`config.mk`:
```
export PLATFORM = sky130hd
export DESIGN_NAME = multicycle_ctrl
export DESIGN_NICKNAME = d
export VERILOG_FILES = /design/src/rtl/multicycle_ctrl.sv
export SDC_FILE = /design/constraint.sdc
export NUM_CORES = 1
export LEC_CHECK = 0
export BUFFER_PORTS_ARGS = -buffer_cell sky130_fd_sc_hd__buf_2
export CORE_MARGIN = 5
export CORE_UTILIZATION = 40
export CTS_BUF_LIST = sky130_fd_sc_hd__clkbuf_4
export DETAILED_ROUTE_END_ITERATION = 12
export HOLD_SLACK_MARGIN = 0.12
export PLACE_DENSITY = 0.72
export SYNTH_ARGS = -nofsm -noshare
export SYNTH_HDL_FRONTEND = slang
export SYNTH_SLANG_ARGS = --single-unit
```
`constraint.sdc`:
```
create_clock -name clk -period 2.5 [get_ports clk]
set_input_delay 0 -clock clk [delete_from_list [all_inputs] [get_ports clk]]
set_output_delay 0 -clock clk [all_outputs]
set_load 0.05 [all_outputs]
```
`src/rtl/multicycle_ctrl.sv`:
```
// Multi-cycle MIPS main controller: sequences each instruction over 2-5 states and
// drives every datapath enable/select combinationally from the registered state.
//
// state   | meaning
// FETCH   | IR <- mem[PC], PC <- PC+4
// DECODE  | branch target -> ALUOut, dispatch on OpCode/func
// EXE_R   | R-type ALU op on A,B
// EXE_I   | I-type ALU op on A,Ext
// MEM_ADR | effective address A+SignExt
// MEM_RD  | data memory read
// MEM_WB  | MDR -> rt
// MEM_WR  | data memory write
// ALU_WB  | ALUOut -> rd/rt
// BRANCH  | beq compare, PC <- ALUOut on zero
// JUMP    | j/jal/jr PC update (jal links $31)
module multicycle_ctrl (
  input  logic       clk,
  input  logic       reset,
  input  logic [5:0] OpCode,
  input  logic [5:0] func,
  input  logic       zero,
  input  logic       overflow,
  input  logic       AddressError,
  output logic       PCWrite,
  output logic       IRWrite,
  output logic [1:0] PCSrc,
  output logic       ALUSrcA,
  output logic [1:0] ALUSrcB,
  output logic [2:0] ALUop,
  output logic [1:0] Extop,
  output logic [1:0] RegDst,
  output logic [1:0] WBSel,
  output logic       RegWrite,
  output logic       MemWrite,
  output logic [3:0] state,
  output logic       instr_done,
  output logic       illegal
);

  typedef enum logic [3:0] {
    FETCH   = 4'd0,
    DECODE  = 4'd1,
    EXE_R   = 4'd2,
    EXE_I   = 4'd3,
    MEM_ADR = 4'd4,
    MEM_RD  = 4'd5,
    MEM_WB  = 4'd6,
    MEM_WR  = 4'd7,
    ALU_WB  = 4'd8,
    BRANCH  = 4'd9,
    JUMP    = 4'd10
  } state_t;

  localparam logic [2:0] ALU_ADD  = 3'b000;
  localparam logic [2:0] ALU_SUB  = 3'b001;
  localparam logic [2:0] ALU_OR   = 3'b010;
  localparam logic [2:0] ALU_SLT  = 3'b011;
  localparam logic [2:0] ALU_PASS = 3'b100;

  state_t cur_q;
  state_t next_state;
  // Suppress flag: overflow from EXE_I or address error from MEM_RD
  logic   flag_q;

  logic is_r, op_addu, op_subu, op_slt, op_jr;
  logic op_addi, op_ori, op_lui, op_lw, op_sw, op_beq, op_j, op_jal;
  logic r_alu, i_alu;

  assign is_r    = (OpCode == 6'b000000);
  assign op_addu = is_r && (func == 6'b100001);
  assign op_subu = is_r && (func == 6'b100011);
  assign op_slt  = is_r && (func == 6'b101010);
  assign op_jr   = is_r && (func == 6'b001000);
  assign op_addi = (OpCode == 6'b001000);
  assign op_ori  = (OpCode == 6'b001101);
  assign op_lui  = (OpCode == 6'b001111);
  assign op_lw   = (OpCode == 6'b100011);
  assign op_sw   = (OpCode == 6'b101011);
  assign op_beq  = (OpCode == 6'b000100);
  assign op_j    = (OpCode == 6'b000010);
  assign op_jal  = (OpCode == 6'b000011);
  assign r_alu   = op_addu || op_subu || op_slt;
  assign i_alu   = op_addi || op_ori || op_lui;

  assign state = cur_q;

  always_comb begin
    next_state = FETCH;
    case (cur_q)
      FETCH:   next_state = DECODE;
      DECODE: begin
        if (r_alu)                       next_state = EXE_R;
        else if (i_alu)                  next_state = EXE_I;
        else if (op_lw || op_sw)         next_state = MEM_ADR;
        else if (op_beq)                 next_state = BRANCH;
        else if (op_j || op_jal || op_jr) next_state = JUMP;
        else                             next_state = FETCH;
      end
      EXE_R:   next_state = ALU_WB;
      EXE_I:   next_state = ALU_WB;
      MEM_ADR: next_state = op_lw ? MEM_RD : (op_sw ? MEM_WR : FETCH);
      MEM_RD:  next_state = MEM_WB;
      default: next_state = FETCH;
    endcase
  end

  always_ff @(posedge clk) begin
    if (reset) begin
      cur_q  <= FETCH;
      flag_q <= 1'b0;
    end else begin
      cur_q <= next_state;
      case (cur_q)
        FETCH:   flag_q <= 1'b0;
        EXE_I:   flag_q <= overflow;
        MEM_RD:  flag_q <= AddressError;
        default: flag_q <= flag_q;
      endcase
    end
  end

  always_comb begin
    PCWrite    = 1'b0;
    IRWrite    = 1'b0;
    PCSrc      = 2'b00;
    ALUSrcA    = 1'b0;
    ALUSrcB    = 2'b00;
    ALUop      = ALU_ADD;
    Extop      = 2'b00;
    RegDst     = 2'b00;
    WBSel      = 2'b00;
    RegWrite   = 1'b0;
    MemWrite   = 1'b0;
    instr_done = 1'b0;
    illegal    = 1'b0;
    case (cur_q)
      FETCH: begin
        IRWrite = 1'b1;
        PCWrite = 1'b1;
        ALUSrcB = 2'b01;
      end
      DECODE: begin
        ALUSrcB = 2'b11;
        Extop   = 2'b01;
        if (!(r_alu || i_alu || op_lw || op_sw || op_beq || op_j || op_jal || op_jr)) begin
          illegal    = 1'b1;
          instr_done = 1'b1;
        end
      end
      EXE_R: begin
        ALUSrcA = 1'b1;
        if (op_subu)     ALUop = ALU_SUB;
        else if (op_slt) ALUop = ALU_SLT;
        else             ALUop = ALU_ADD;
      end
      EXE_I: begin
        ALUSrcA = 1'b1;
        ALUSrcB = 2'b10;
        if (op_ori) begin
          Extop = 2'b00;
          ALUop = ALU_OR;
        end else if (op_lui) begin
          Extop = 2'b10;
          ALUop = ALU_PASS;
        end else begin
          Extop = 2'b01;
          ALUop = ALU_ADD;
        end
      end
      MEM_ADR: begin
        ALUSrcA = 1'b1;
        ALUSrcB = 2'b10;
        Extop   = 2'b01;
      end
      MEM_WB: begin
        RegWrite   = !flag_q;
        WBSel      = 2'b01;
        instr_done = 1'b1;
      end
      MEM_WR: begin
        MemWrite   = !AddressError;
        instr_done = 1'b1;
      end
      ALU_WB: begin
        RegWrite   = !(op_addi && flag_q);
        RegDst     = is_r ? 2'b01 : 2'b00;
        instr_done = 1'b1;
      end
      BRANCH: begin
        ALUSrcA    = 1'b1;
        ALUop      = ALU_SUB;
        PCSrc      = 2'b01;
        PCWrite    = zero;
        instr_done = 1'b1;
      end
      JUMP: begin
        PCWrite    = 1'b1;
        instr_done = 1'b1;
        PCSrc      = op_jr ? 2'b11 : 2'b10;
        if (op_jal) begin
          RegWrite = 1'b1;
          RegDst   = 2'b10;
          WBSel    = 2'b10;
        end
      end
      default: ;
    endcase
    // A reset edge must never commit a write or report a completion
    if (reset) begin
      PCWrite    = 1'b0;
      IRWrite    = 1'b0;
      RegWrite   = 1'b0;
      MemWrite   = 1'b0;
      instr_done = 1'b0;
      illegal    = 1'b0;
    end
  end

endmodule
```
==> impl_metrics.xml <==
<?xml version="1.0" encoding="UTF-8"?>
<metrics>
  <group name="clocking">
    <metric name="numCtsBuffers" unit="">3</metric>
    <metric name="root_buffer" unit="">sky130_fd_sc_hd__clkbuf_4</metric>
    <metric name="clock_tree.htree_level_count" unit="">1</metric>
    <metric name="clkSlewWorstSetupHoldPaths" unit="ns">0.04</metric>
    <metric name="post-cts-setup-buffers" unit="">0</metric>
    <metric name="source_to_sink_clock_delay_at_the_later_pin_of_the_worst_skew_pair" unit="ns">0.24</metric>
    <metric name="clkSinkCount" unit="">5</metric>
    <metric name="maximum_number_of_buffers_from_clock_root_to_sink" unit="">2</metric>
    <metric name="tritoncts" unit="">built</metric>
  </group>
  <group name="yosys">
    <metric name="synth-edff-count" unit="">0</metric>
    <metric name="yosysTopAreaCell" unit="">sky130_fd_sc_hd__dfxtp_1</metric>
    <metric name="syn_inst" unit="">117</metric>
    <metric name="synth_area_per_cell" unit="sq um">6.79</metric>
    <metric name="postSynth.asyncResetShare" unit="">0</metric>
    <metric name="syn_nets" unit="">134</metric>
    <metric name="ys_ff_latch" unit="">5</metric>
    <metric name="netlist-cell-type-count" unit="">43</metric>
    <metric name="yosysWarningCount" unit="">0</metric>
    <metric name="synth-main-ff-cell" unit="">sky130_fd_sc_hd__dfxtp_1</metric>
    <metric name="synth.yosys.seq_area_share" unit="">0.126</metric>
    <metric name="synth_top_cell_area_share" unit="">0.126</metric>
    <metric name="synth_area" unit="sq um">795</metric>
    <metric name="synth.area.top_cells" unit="">sky130_fd_sc_hd__dfxtp_1 13%, sky130_fd_sc_hd__a21oi_1 6.9%, sky130_fd_sc_hd__nor2_1 6.1%</metric>
  </group>
  <group name="floorplan">
    <metric name="die_y" unit="um">54.6</metric>
    <metric name="dieWidth" unit="um">54.6</metric>
    <metric name="placeableCoreArea" unit="sq um">1920</metric>
    <metric name="dieArea" unit="sq um">2980</metric>
    <metric name="initial_utilization" unit="">0.413</metric>
    <metric name="num_rows" unit="">16</metric>
    <metric name="io-pin-count" unit="">41</metric>
  </group>
  <group name="timing">
    <metric name="timing.clock.skew" unit="ns">0.000248</metric>
    <metric name="final.hold.worst_slack" unit="ns">0.140</metric>
    <metric name="report.final.setup_viol" unit="">0</metric>
    <metric name="maxSlewViolCount" unit="">0</metric>
    <metric name="post-route-min-period" unit="ns">2.07</metric>
    <metric name="unrepaired_setup_endpoints_after_global_routing" unit="">false</metric>
    <metric name="fmax" unit="MHz">482</metric>
    <metric name="final.period_utilization" unit="">0.829</metric>
    <metric name="tightest_slew" unit="ns">0.603</metric>
    <metric name="finalHoldViolations" unit="">0</metric>
    <metric name="total_neg_setup_slack" unit="ns">0</metric>
    <metric name="max_slew_margin" unit="">0.597</metric>
  </group>
  <group name="setup_path">
    <metric name="critical_path.top_delay_family" unit="">simple AND/OR/NAND/NOR gates</metric>
    <metric name="critical_path_depth" unit="">4</metric>
    <metric name="reg2reg_depth" unit="">4</metric>
    <metric name="startpoint" unit="">state[2]</metric>
    <metric name="timing_worst_setup_path_type" unit="">reg -&gt; reg</metric>
    <metric name="worst_ep_arrival_time" unit="ns">2.26</metric>
    <metric name="crit_path_cell_trace" unit="">nor3_1 &gt; nand2_1 &gt; o41ai_1 &gt; dlygate4sd3_1</metric>
    <metric name="crit_slowest_cell" unit="">sky130_fd_sc_hd__dlygate4sd3_1</metric>
    <metric name="worst_r2r_startpoint" unit="">state[2]</metric>
    <metric name="critical_path_endpoint_category" unit="">register</metric>
    <metric name="worstPathMaxFanout" unit="">19</metric>
    <metric name="crit_buf_inv" unit="">1</metric>
    <metric name="crit_path_start_kind" unit="">register</metric>
    <metric name="critical_path_required" unit="ns">2.69</metric>
    <metric name="critPathMaxStageDelay" unit="ns">0.58</metric>
  </group>
  <group name="detailed_routing">
    <metric name="ant_nets" unit="">0</metric>
    <metric name="drt_pre_antenna_iters" unit="">4</metric>
    <metric name="postRouteWirelength" unit="mm">2.41</metric>
    <metric name="detailedRoute.firstIterationViolations" unit="">27</metric>
    <metric name="route.detailed.wl_per_inst" unit="um">13.2</metric>
    <metric name="vias_post_dr" unit="">991</metric>
    <metric name="post_drt_via_cell_ratio" unit="">5.45</metric>
    <metric name="route.detailed.drc" unit="">0</metric>
  </group>
  <group name="job">
    <metric name="drv.max_cap_violation_count" unit="">0</metric>
  </group>
  <group name="final_layout">
    <metric name="cell_area_after_layout" unit="sq um">1050</metric>
    <metric name="drive_above_1_share" unit="">0.335</metric>
    <metric name="fin_cells" unit="">182</metric>
    <metric name="final_nets" unit="">173</metric>
    <metric name="insertedDiodeCount" unit="">0</metric>
    <metric name="mostFrequentLayoutCells" unit="">40 x sky130_fd_sc_hd__buf_2, 13 x sky130_fd_sc_hd__nor2_1, 10 x sky130_fd_sc_hd__a21oi_1</metric>
    <metric name="area_growth_syn_to_layout" unit="%">32.4</metric>
    <metric name="final_common_cell" unit="">sky130_fd_sc_hd__buf_2</metric>
  </group>
  <group name="global_routing">
    <metric name="grt_overflow_total" unit="">0</metric>
    <metric name="first_global_vias" unit="">954</metric>
    <metric name="maximum_number_of_pins_on_one_net_before_global_route_repair" unit="">21</metric>
    <metric name="first_pass_grt_wire_length" unit="mm">4.11</metric>
    <metric name="grt.total_usage" unit="">0.181</metric>
    <metric name="grt_antenna_before_repair" unit="">0</metric>
  </group>
  <group name="placement">
    <metric name="detailedPlacementHpwl" unit="mm">1.93</metric>
    <metric name="place_area" unit="sq um">992</metric>
    <metric name="finalWeightedCongestion" unit="">0.831</metric>
    <metric name="port_buffers" unit="">40</metric>
    <metric name="numPlacedInstances" unit="">175</metric>
  </group>
  <group name="hold_path">
    <metric name="start_point_of_the_worst_min_delay_path" unit="">overflow</metric>
    <metric name="worst_hold_path.num_cells" unit="">5</metric>
    <metric name="min-delay-path-class" unit="">in -&gt; reg</metric>
  </group>
  <group name="power_and_ir_drop">
    <metric name="pwr-share-clk" unit="">0.316</metric>
    <metric name="sequentialPowerShare" unit="">0.273</metric>
    <metric name="p_sw_frac" unit="">0.402</metric>
    <metric name="static-leakage-power" unit="nW">0.486</metric>
    <metric name="combPwrFrac" unit="">0.411</metric>
    <metric name="vdd.ir_drop.worst" unit="mV">0.306</metric>
    <metric name="total_switching_power" unit="W">0.000134</metric>
    <metric name="power.density" unit="nW/um^2">317</metric>
    <metric name="post-layout-total-power" unit="W">0.000333</metric>
    <metric name="p_int" unit="W">0.000199</metric>
  </group>
  <group name="status">
    <metric name="run_status" unit="">completed</metric>
  </group>
</metrics>
power by group through the flow:
stage               registers [W]  clock network (W)  logic [W]
floorplan               0.0000918                  0  0.0000933
global placement        0.0000921                  0   0.000130
detailed placement      0.0000923                  0   0.000132
CTS                     0.0000910           0.000108   0.000137
global route            0.0000922           0.000117   0.000149
finish                  0.0000910           0.000105   0.000137
tightest hold or removal path, delay by kind of cell:
family / cells / cell delay, ns
AND/OR/NAND/NOR: 2 / 0.11
AO/OA/AOI/OAI: 2 / 0.11
buffers and inverters: 1 / 0.09
kinds of logic after synthesis:
family                    synth area share
and+or+nand+nor                      0.463
DFF                                  0.126
muxes                               0.0126
xor gates and xnor gates            0.0331
buffers and inverters               0.0898
AOI/OAI and AO/OA                    0.276
stage by stage:
step	util	setup slack (ns)
after global routing	0.548	0.146
after floorplan	-	0.0327
after global placement	0.516	0.730
after detailed placement	0.516	0.728
after CTS	0.548	0.412
final	0.548	0.427
state kept, by name, indices dropped and copies added (netlist names):
name and flops:
state 4, flag_q 1
synth_stat cells, types with 2 or more instances:
cell and instances:
sky130_fd_sc_hd__nand4_1 2, sky130_fd_sc_hd__nand3_1 5, sky130_fd_sc_hd__a21o_1 2, sky130_fd_sc_hd__inv_1 5, sky130_fd_sc_hd__nor4b_1 2, sky130_fd_sc_hd__nand2_1 8, sky130_fd_sc_hd__nand3b_1 2, sky130_fd_sc_hd__o22ai_1 2
sky130_fd_sc_hd__buf_2 3, sky130_fd_sc_hd__dfxtp_1 5, sky130_fd_sc_hd__nand2b_1 5, sky130_fd_sc_hd__nor3_1 6, sky130_fd_sc_hd__o32ai_1 2, sky130_fd_sc_hd__nand4b_1 2, sky130_fd_sc_hd__nor3b_1 3, sky130_fd_sc_hd__o21ai_0 4
sky130_fd_sc_hd__clkbuf_1 3, sky130_fd_sc_hd__a21oi_1 11, sky130_fd_sc_hd__nor2_1 13, sky130_fd_sc_hd__xnor2_1 2, sky130_fd_sc_hd__and2_1 4, sky130_fd_sc_hd__buf_6 2, sky130_fd_sc_hd__and3_1 2, sky130_fd_sc_hd__nor2b_1 3
timing repair:
| action | CTS | global route |
|---|---|---|
| hold buffers | 3 | 0 |
| hold endpoints to repair | 2 | 0 |
| resized for setup | 0 | 0 |
worst paths after layout:
check / slack (ns) / end
worst max-delay path: 0.43 / state[0]
worst min-delay path: 0.14 / flag_q
worst max register to register: 0.43 / state[0]
worst min register to register: 0.51 / flag_q
final cells by class:
cell class | instances | area, sq um
multi-input cells | 98 | 639
inverters | 5 | 18.8
repair buffers | 43 | 230
flip-flops and latches | 5 | 100
fillers | 199 | 870
clock buffers | 4 | 30.0
well taps | 27 | 33.8
metal layers:
metal  part of all wire  global-route usage
met5                  0                   0
met4                  0              0.0124
met3              0.062              0.0409
met2               0.50               0.319
met1               0.44               0.233
(Power assumes the default switching activity.)
